$ cat src/rtl/rf_pkg.sv
// Shared constants, FSM state type and data pattern
// for the register-file built-in self-test.
package rf_pkg;

  localparam int NREG = 32;
  localparam int AW   = 5;
  localparam int DW   = 32;
  localparam int CW   = AW + 2;
  localparam int SEED = 100;

  typedef enum logic [1:0] {
    S_IDLE,
    S_WRITE,
    S_READ,
    S_DONE
  } state_e;

  function automatic logic [DW-1:0] pat(
    input logic [AW-1:0] i,
    input logic          psel
  );
    logic [DW-1:0] s;
    s = DW'(SEED) + DW'(i);
    return psel ? ~s : s;
  endfunction

  // x0 reads back as zero whatever was written
  function automatic logic [DW-1:0] exp_val(
    input logic [AW-1:0] i,
    input logic          psel
  );
    return (i == '0) ? '0 : pat(i, psel);
  endfunction

endpackage

$ cat src/rtl/rf_bist_cmp.sv
// Two-port read-back compare: mismatch count and
// first failing index, port 1 taking priority.
module rf_bist_cmp
  import rf_pkg::*;
(
  input  logic [AW-1:0] rs1,
  input  logic [AW-1:0] rs2,
  input  logic          psel,
  input  logic [DW-1:0] rv1,
  input  logic [DW-1:0] rv2,
  output logic [1:0]    nmis,
  output logic [AW-1:0] fail_idx
);

  logic m1;
  logic m2;

  // flag each port against its expected value
  always_comb begin
    m1       = (rv1 != exp_val(rs1, psel));
    m2       = (rv2 != exp_val(rs2, psel));
    nmis     = {1'b0, m1} + {1'b0, m2};
    fail_idx = m1 ? rs1 : (m2 ? rs2 : '0);
  end

endmodule

$ cat src/rtl/rf_bist.sv
// Register-file BIST: write pattern, read back in
// pairs, repeat with the complement, report result.
module rf_bist
  import rf_pkg::*;
(
  input  logic          clk,
  input  logic          rst_n,
  input  logic          start,
  input  logic          abort,
  output logic          busy,
  output logic          done,
  output logic          pass,
  output logic [CW-1:0] err_count,
  output logic [AW-1:0] first_fail_idx,
  output logic [AW-1:0] rs1,
  output logic [AW-1:0] rs2,
  output logic [AW-1:0] rd,
  output logic          we,
  output logic [DW-1:0] indata,
  input  logic [DW-1:0] rv1,
  input  logic [DW-1:0] rv2
);

  state_e        state_q, state_d;
  logic [AW-1:0] idx_q, idx_d;
  logic          psel_q, psel_d;
  logic          flag_q, flag_d;
  logic          busy_q, busy_d;
  logic          done_q, done_d;
  logic          pass_q, pass_d;
  logic [CW-1:0] err_q, err_d;
  logic [AW-1:0] ffi_q, ffi_d;
  logic [AW-1:0] rs1_q, rs1_d;
  logic [AW-1:0] rs2_q, rs2_d;
  logic [AW-1:0] rd_q, rd_d;
  logic          we_q, we_d;
  logic [DW-1:0] ind_q, ind_d;

  logic [1:0]    nmis;
  logic [AW-1:0] fail_idx;

  rf_bist_cmp u_cmp (
    .rs1      (rs1_q),
    .rs2      (rs2_q),
    .psel     (psel_q),
    .rv1      (rv1),
    .rv2      (rv2),
    .nmis     (nmis),
    .fail_idx (fail_idx)
  );

  // next state, counters and result capture
  always_comb begin
    state_d = state_q;
    idx_d   = idx_q;
    psel_d  = psel_q;
    flag_d  = flag_q;
    err_d   = err_q;
    ffi_d   = ffi_q;
    pass_d  = pass_q;
    if (abort) begin
      state_d = S_IDLE;
      pass_d  = 1'b0;
    end else begin
      unique case (state_q)
        S_IDLE: begin
          if (start) begin
            state_d = S_WRITE;
            idx_d   = '0;
            psel_d  = 1'b0;
            flag_d  = 1'b0;
            err_d   = '0;
            ffi_d   = '0;
            pass_d  = 1'b0;
          end
        end
        S_WRITE: begin
          idx_d = idx_q + 1'b1;
          if (idx_q == AW'(NREG-1)) begin
            state_d = S_READ;
            idx_d   = '0;
          end
        end
        S_READ: begin
          err_d = err_q + CW'(nmis);
          if (nmis != 2'd0 && !flag_q) begin
            flag_d = 1'b1;
            ffi_d  = fail_idx;
          end
          idx_d = idx_q + 1'b1;
          if (idx_q == AW'(NREG/2-1)) begin
            idx_d = '0;
            if (!psel_q) begin
              state_d = S_WRITE;
              psel_d  = 1'b1;
            end else begin
              state_d = S_DONE;
              pass_d  = (err_d == '0);
            end
          end
        end
        S_DONE: state_d = S_IDLE;
        default: state_d = S_IDLE;
      endcase
    end
  end

  // registered RF-port and status outputs for the next state
  always_comb begin
    we_d   = (state_d == S_WRITE);
    busy_d = we_d || (state_d == S_READ);
    done_d = (state_q == S_READ) && (state_d == S_DONE);
    rd_d   = '0;
    ind_d  = '0;
    rs1_d  = '0;
    rs2_d  = '0;
    if (state_d == S_WRITE) begin
      rd_d  = idx_d;
      ind_d = pat(idx_d, psel_d);
      rs1_d = idx_d;
      rs2_d = idx_d;
    end else if (state_d == S_READ) begin
      rs1_d = {idx_d[AW-2:0], 1'b0};
      rs2_d = {idx_d[AW-2:0], 1'b1};
    end
  end

  // state and output registers
  always_ff @(posedge clk or negedge rst_n) begin
    if (!rst_n) begin
      state_q <= S_IDLE;
      idx_q   <= '0;
      psel_q  <= 1'b0;
      flag_q  <= 1'b0;
      busy_q  <= 1'b0;
      done_q  <= 1'b0;
      pass_q  <= 1'b0;
      err_q   <= '0;
      ffi_q   <= '0;
      rs1_q   <= '0;
      rs2_q   <= '0;
      rd_q    <= '0;
      we_q    <= 1'b0;
      ind_q   <= '0;
    end else begin
      state_q <= state_d;
      idx_q   <= idx_d;
      psel_q  <= psel_d;
      flag_q  <= flag_d;
      busy_q  <= busy_d;
      done_q  <= done_d;
      pass_q  <= pass_d;
      err_q   <= err_d;
      ffi_q   <= ffi_d;
      rs1_q   <= rs1_d;
      rs2_q   <= rs2_d;
      rd_q    <= rd_d;
      we_q    <= we_d;
      ind_q   <= ind_d;
    end
  end

  assign busy           = busy_q;
  assign done           = done_q;
  assign pass           = pass_q;
  assign err_count      = err_q;
  assign first_fail_idx = ffi_q;
  assign rs1            = rs1_q;
  assign rs2            = rs2_q;
  assign rd             = rd_q;
  assign we             = we_q;
  assign indata         = ind_q;

endmodule

$ cat config.mk
export PLATFORM = sky130hd
export DESIGN_NAME = rf_bist
export DESIGN_NICKNAME = d
export VERILOG_FILES = /design/src/rtl/rf_pkg.sv /design/src/rtl/rf_bist_cmp.sv /design/src/rtl/rf_bist.sv
export SDC_FILE = /design/constraint.sdc
export NUM_CORES = 1
export LEC_CHECK = 0
export ABC_CLOCK_PERIOD_IN_PS = 4600
export CAP_MARGIN = 40
export CORE_MARGIN = 2
export CORE_UTILIZATION = 35
export DETAILED_ROUTE_END_ITERATION = 16
export MAX_ROUTING_LAYER = met4
export PLACE_DENSITY_LB_ADDON = 0.2
export SETUP_SLACK_MARGIN = 0.02
export SKIP_CTS_REPAIR_TIMING = 1
export SLEW_MARGIN = 20
export SYNTH_ARGS = -nofsm -noshare
export SYNTH_HDL_FRONTEND = slang
export SYNTH_SLANG_ARGS = --single-unit
$ cat constraint.sdc
create_clock -name clk -period 4.6 [get_ports clk]
set_input_delay 1.38 -clock clk [delete_from_list [all_inputs] [get_ports clk]]
set_output_delay 1.38 -clock clk [all_outputs]
set_load 0.01 [all_outputs]
# [Yosys cells after proc, flatten, opt, wreduce, memory -nomap -nowiden]
# Cells that the tools add are included.
[totals] in_bits=68 word_cells=93 register_bits=72
[classes] mux=40 bitwise=4 n_addsub=6 eq_ne=15 n_reduce_logical=14
[op_table] cell="32-bit two-way mux" n=6
[op_table] cell="5-bit two-way mux" n=13
[op_table] cell="32-bit inequality test" n=2
[op_table] cell="32-bit inverter" n=2
[op_table] cell="8-bit inverter with 32-bit output" n=1
[op_table] cell="7-bit by 5-bit adder with 8-bit output (first input constant)" n=3
[op_table] cell="5-bit case mux with 3 select lines" n=1
[op_table] cell="7-bit case mux with 2 select lines" n=1
[op_table] cell="5-bit zero test" n=2
[op_table] cell="2-bit two-way mux" n=5
[op_table] cell="5-bit case mux with 2 select lines" n=1
[op_table] cell="3-bit inequality test (second input constant)" n=3
[op_table] cell="2-bit equality test (second input constant)" n=4
[op_table] cell="1-bit two-way mux" n=8
[op_table] cell="2-bit case mux with 4 select lines" n=1
[op_table] cell="4-bit AND reduction" n=2
[op_table] cell="7-bit by 2-bit adder with 7-bit output" n=1
[op_table] cell="7-bit zero test" n=1
[op_table] cell="7-bit two-way mux" n=1
[op_table] cell="1-bit case mux with 2 select lines" n=3
[op_table] cell="5-bit by 1-bit adder with 5-bit output (second input constant)" n=1
[op_table] cell="5-bit by 4-bit equality test with 1-bit output (second input constant)" n=1
[op_table] cell="5-bit equality test (second input constant)" n=1
[op_table] cell="2-bit by 1-bit equality test with 1-bit output (second input constant)" n=2
[op_table] cell="other kinds (10)" n=13

# [Depth between registers and ports, before layout]
[depth] depth_word=12 ltp_mapped=19 depth_no_buf=16

# [Cells and area by module]
# Synthesis repeated with hierarchy kept, for this count alone.
[hier_totals] cells_unflattened=387 hier_area_um2=3528.4
[by_module_without_submodules] mod="rf_bist" area_each_um2=2344.7 cells_each=221 seq_area_each_um2=1101.1 n_inst=1
[by_module_without_submodules] mod="rf_bist_cmp" area_each_um2=1183.6 cells_each=166 seq_area_each_um2=0.0 n_inst=1

# [Least setup slack after synthesis]
# OpenSTA, ideal clock, no wires.
[synth_path] path_kind="input port to flip-flop" start="in rv1[5]" end="reg pass_q (netlist: pass)" cell_stages=15 arrival_ns=4.329 path_buffers=1 required_ns=4.490 path_slack_ns=0.161 cell_sequence="a31o_2 > a2111oi_0 > nand3_1 > a221oi_2 > nand3_2 > ha_1 > ha_1 > fa_1 > and2_0 > clkbuf_1 > xnor2_1 > nand3_1 > o31ai_1 > a31oi_1 > o41ai_1"
[synth_via] elab_chain_cells=8
[synth_rtl] item="start, declared" line_no="rf_bist.sv:20" source="input logic [DW-1:0] rv1,"
[synth_rtl] item="32-bit inequality test" line_no="rf_bist_cmp.sv:20" source="m1 = (rv1 != exp_val(rs1, psel));"
[synth_rtl] item="1-bit by 1-bit adder with 2-bit output" line_no="rf_bist_cmp.sv:22" source="nmis = {1'b0, m1} + {1'b0, m2};"
[synth_rtl] item="7-bit by 2-bit adder with 7-bit output" line_no="rf_bist.sv:85" source="err_d = err_q + CW'(nmis);"
[synth_rtl] item="7-bit zero test" line_no="rf_bist.sv:98" source="pass_d = (err_d == '0);"
[synth_rtl] item="1-bit two-way mux" line_no="rf_bist.sv:93" source="if (!psel_q) begin"
[synth_rtl] item="1-bit two-way mux" line_no="rf_bist.sv:91" source="if (idx_q == AW'(NREG/2-1)) begin"
[synth_rtl] item="1-bit case mux with 2 select lines" line_no="rf_bist.sv:65" source="unique case (state_q)"
[synth_rtl] item="1-bit two-way mux" line_no="rf_bist.sv:61" source="if (abort) begin"
[synth_rtl] item="end signal, assigned" line_no="rf_bist.sv:152" source="pass_q <= pass_d;"
[synth_rtl] item="end, declared" line_no="rf_bist.sv:30" source="logic pass_q, pass_d;"
# Every way passes these cells. The select of a mux whose other input is x is not followed.
# A chain may end at the register's enable or synchronous reset.

# [Worst setup path after layout]
[layout_path] start="in rv1[16]" end="reg pass_q (netlist: pass)"
# Same word-level chain as after synthesis.

==> flow_summary.json <==
{
  "async_flop_share_pct": 100,
  "clk_latency_ns": 0.30,
  "pin_count": 131,
  "yosys_warnings": 0,
  "worstSetupEndpointType": "register",
  "fmax_ghz": 0.221,
  "ctsHtreeMaxLevel": 2,
  "path_clk_slew_ns": 0.08,
  "antenna_found_initial": 0,
  "die_h_um": 101,
  "drt_first_pass_iters": 4,
  "seq_area_frac_synth_pct": 33.2,
  "clock-sinks": 44,
  "ys.flop_type": "dfrtp_1",
  "rrSetupSlack_ns": 0.17,
  "synth_edf_count": 0,
  "drt-vias-per-instance": 5.39,
  "period_needed_ns": 4.52,
  "syn_nets": 452,
  "netlist_area_um2": 3310,
  "wl_um": 9540,
  "fin_skew_ns": 0.00506,
  "drt_iter0_drc": 125,
  "synth.distinct_cells": 63,
  "hold_ws_ns": 0.485,
  "grt_overflow": 0,
  "timing.rr.end": "pass$_DFFE_PN0P_",
  "fin_nets": 566,
  "hold_end": "first_fail_idx[0]$_DFFE_PN0P_",
  "required_ns": 4.79,
  "placedCellCount": 583,
  "ys_ff_latch": 44,
  "maxSlewViolCount": 0,
  "finalSetupTns_ns": 0,
  "cp-start-kind": "input port",
  "worstHoldStart": "first_fail_idx[0]$_DFFE_PN0P_",
  "period_share_pct": 98.3,
  "grt_usage_pct": 17.6,
  "cts_tree": "yes",
  "whs_path_depth": 2,
  "fp.dieArea_um2": 10300,
  "place_congestion": 0.880,
  "power_density_nw_per_um2": 173,
  "power.total_w": 0.000858,
  "cap_violations": 0,
  "r2r_cells": 14,
  "p_leak_nw": 2.24,
  "area_growth_pct": 49.8,
  "cts_buffers": 5,
  "setup_viol": 0,
  "core-area_um2": 9200,
  "cp_max_fo": 4,
  "grt_max_degree": 34,
  "utilization_pct": 54.0,
  "cp.arrival_ns": 4.71,
  "synthCells": 367,
  "critPathKind": "input port to register",
  "r2r_start": "rs2[2]$_DFF_PN0_",
  "status": "finished, final reports clean",
  "wl_per_cell_um": 16.1,
  "ir_worst_vdd_uv": 105,
  "slew_headroom_pct": 48.0,
  "vias": 3194,
  "hpwl_um": 7200,
  "syn_area_per_cell_um2": 9.03,
  "row_count": 35,
  "portBuffers": 130,
  "grt_pass1_vias": 3087,
  "drt.antenna.violating_nets": 0,
  "hold_class": "register to register",
  "grt_pass1_wl_um": 14300,
  "start_util_pct": 36.0,
  "drcViolationCount": 0,
  "hold_violations": 0,
  "tightest_slew_ns": 0.770,
  "chipWidth_um": 101,
  "antennaDiodeCount": 0,
  "clockRootBuffer": "clkbuf_8",
  "fillerInstances": 882,
  "clk_path_buf_depth": 2,
  "layout-drive-gt1-share_pct": 14.5,
  "final_cells": 593
}
-- layout make-up --
| cell class | count | area [um2] | area share [%] |
|---|---|---|---|
| repair buffers | 154 | 1550 | 31.3 |
| clock inverters | 2 | 15.0 | 0.302 |
| inverters | 15 | 56.3 | 1.13 |
| flip-flops and latches | 44 | 1100 | 22.2 |
| multi-input cells | 261 | 2020 | 40.6 |
| well taps | 111 | 139 | 2.80 |
| clock buffers | 6 | 82.6 | 1.66 |
-- routing by layer --
| metal | track usage, % | vias up | wire (um) |
|---|---|---|---|
| met5 | - | - | 0 |
| met4 | 5.41 | 0 | 175 |
| met3 | 2.48 | 19 | 415 |
| met2 | 30.9 | 81 | 5040 |
| met1 | 20.9 | 1533 | 3910 |
| li1 | - | 1561 | - |
-- critical path, cell delays in order --
cell and delay, ns:
clkdlybuf4s50_1 0.44, nor4_2 0.29, o2111ai_2 0.20, a221oi_4 0.33, nand3_2 0.16, ha_4 0.30
ha_4 0.13, fa_2 0.24, and2_4 0.17, buf_4 0.13, a21oi_1 0.06, or4_1 0.54
o41ai_2 0.34
-- layout by cell type (no fill, tap or decap), drive strengths merged, types with 7 or more instances in the layout --
cell,count
a21o,7
a21oi,13
and2,8
buf,25
clkdlybuf4s50,103
dfrtp,44
dlymetal6s2s,26
ha,16
inv,14
nand2,16
nand2b,13
nand3,14
nand4,17
nor2,19
nor2b,7
nor3,7
nor4,15
o21ai,13
xnor2,12
-- synthesized netlist by cell type (3+ instances only) --
cell | n | share of area, %
and2_1 | 7 | 1.3
xor2_1 | 6 | 1.6
o21ai_0 | 12 | 1.8
clkbuf_1 | 9 | 1.0
a211oi_1 | 3 | 0.68
inv_1 | 14 | 1.6
nor4b_1 | 4 | 1.1
nor3_1 | 7 | 1.1
nor2b_1 | 7 | 1.3
dfrtp_1 | 44 | 33
buf_6 | 5 | 1.7
xnor2_1 | 12 | 3.2
a22o_1 | 3 | 0.79
nand2_1 | 16 | 1.8
a32o_1 | 6 | 1.8
a21o_1 | 7 | 1.6
mux2i_1 | 4 | 1.2
buf_4 | 28 | 6.3
nor2_1 | 19 | 2.2
nand2b_1 | 13 | 2.5
o211ai_1 | 3 | 0.68
nor4_1 | 15 | 2.8
nand3_1 | 13 | 2.0
o31ai_1 | 5 | 1.1
ha_1 | 16 | 6.0
a21oi_1 | 13 | 2.0
a31oi_1 | 5 | 0.94
o22ai_1 | 3 | 0.57
or2_2 | 4 | 0.76
nand4_1 | 17 | 3.2
buf_2 | 3 | 0.45
-- flip-flops by register name (all words and copies together), names as in the netlist, 2 cells and up --
| register | flops |
|---|---|
| err_count | 7 |
| idx_q | 5 |
| rs2 | 4 |
| state_q | 2 |
| first_fail_idx | 5 |
| rd | 5 |
| indata | 9 |
-- metrics by stage --
stage	instance area [um2]	setup slack, ns
final	4960	0.0791
after global routing	4960	-0.0688
after CTS	4690	-0.200
after floorplan	3310	0.161
after detailed placement	4590	-0.530
after global placement	4570	-0.426
-- where the power goes --
part	leakage, nW	total [W]	switching [W]	internal [W]
Sequential	0.605	0.000410	0.0000123	0.000398
Combinational	1.59	0.000195	0.0000891	0.000105
Clock	0.0434	0.000253	0.000132	0.000122
Total	2.24	0.000858	0.000233	0.000625
-- cell families after synthesis --
kind of cell             after synthesis  share of synthesized area, %
flip-flops                            44                          33.2
AO/OA/AOI/OAI                         79                          17.1
XOR/XNOR                              18                          4.76
AND/OR/NAND/NOR                      142                          25.0
buffers and inverters                 62                          11.7
multiplexers                           5                          1.55
adder cells (fa/ha/maj)               17                          6.65
-- worst max-delay path by stage --
| stage | start | to | depth (start not counted) |
|---|---|---|---|
| after floorplan | rv1[5] | pass$_DFFE_PN0P_ | 15 |
| after global placement | rv1[5] | pass$_DFFE_PN0P_ | 13 |
| after detailed placement | rv1[5] | pass$_DFFE_PN0P_ | 15 |
| after CTS | rv1[5] | pass$_DFFE_PN0P_ | 15 |
| after global routing | rv1[14] | pass$_DFFE_PN0P_ | 14 |
| final | rv1[16] | pass$_DFFE_PN0P_ | 13 |
Power figures use the tool's default switching activity.
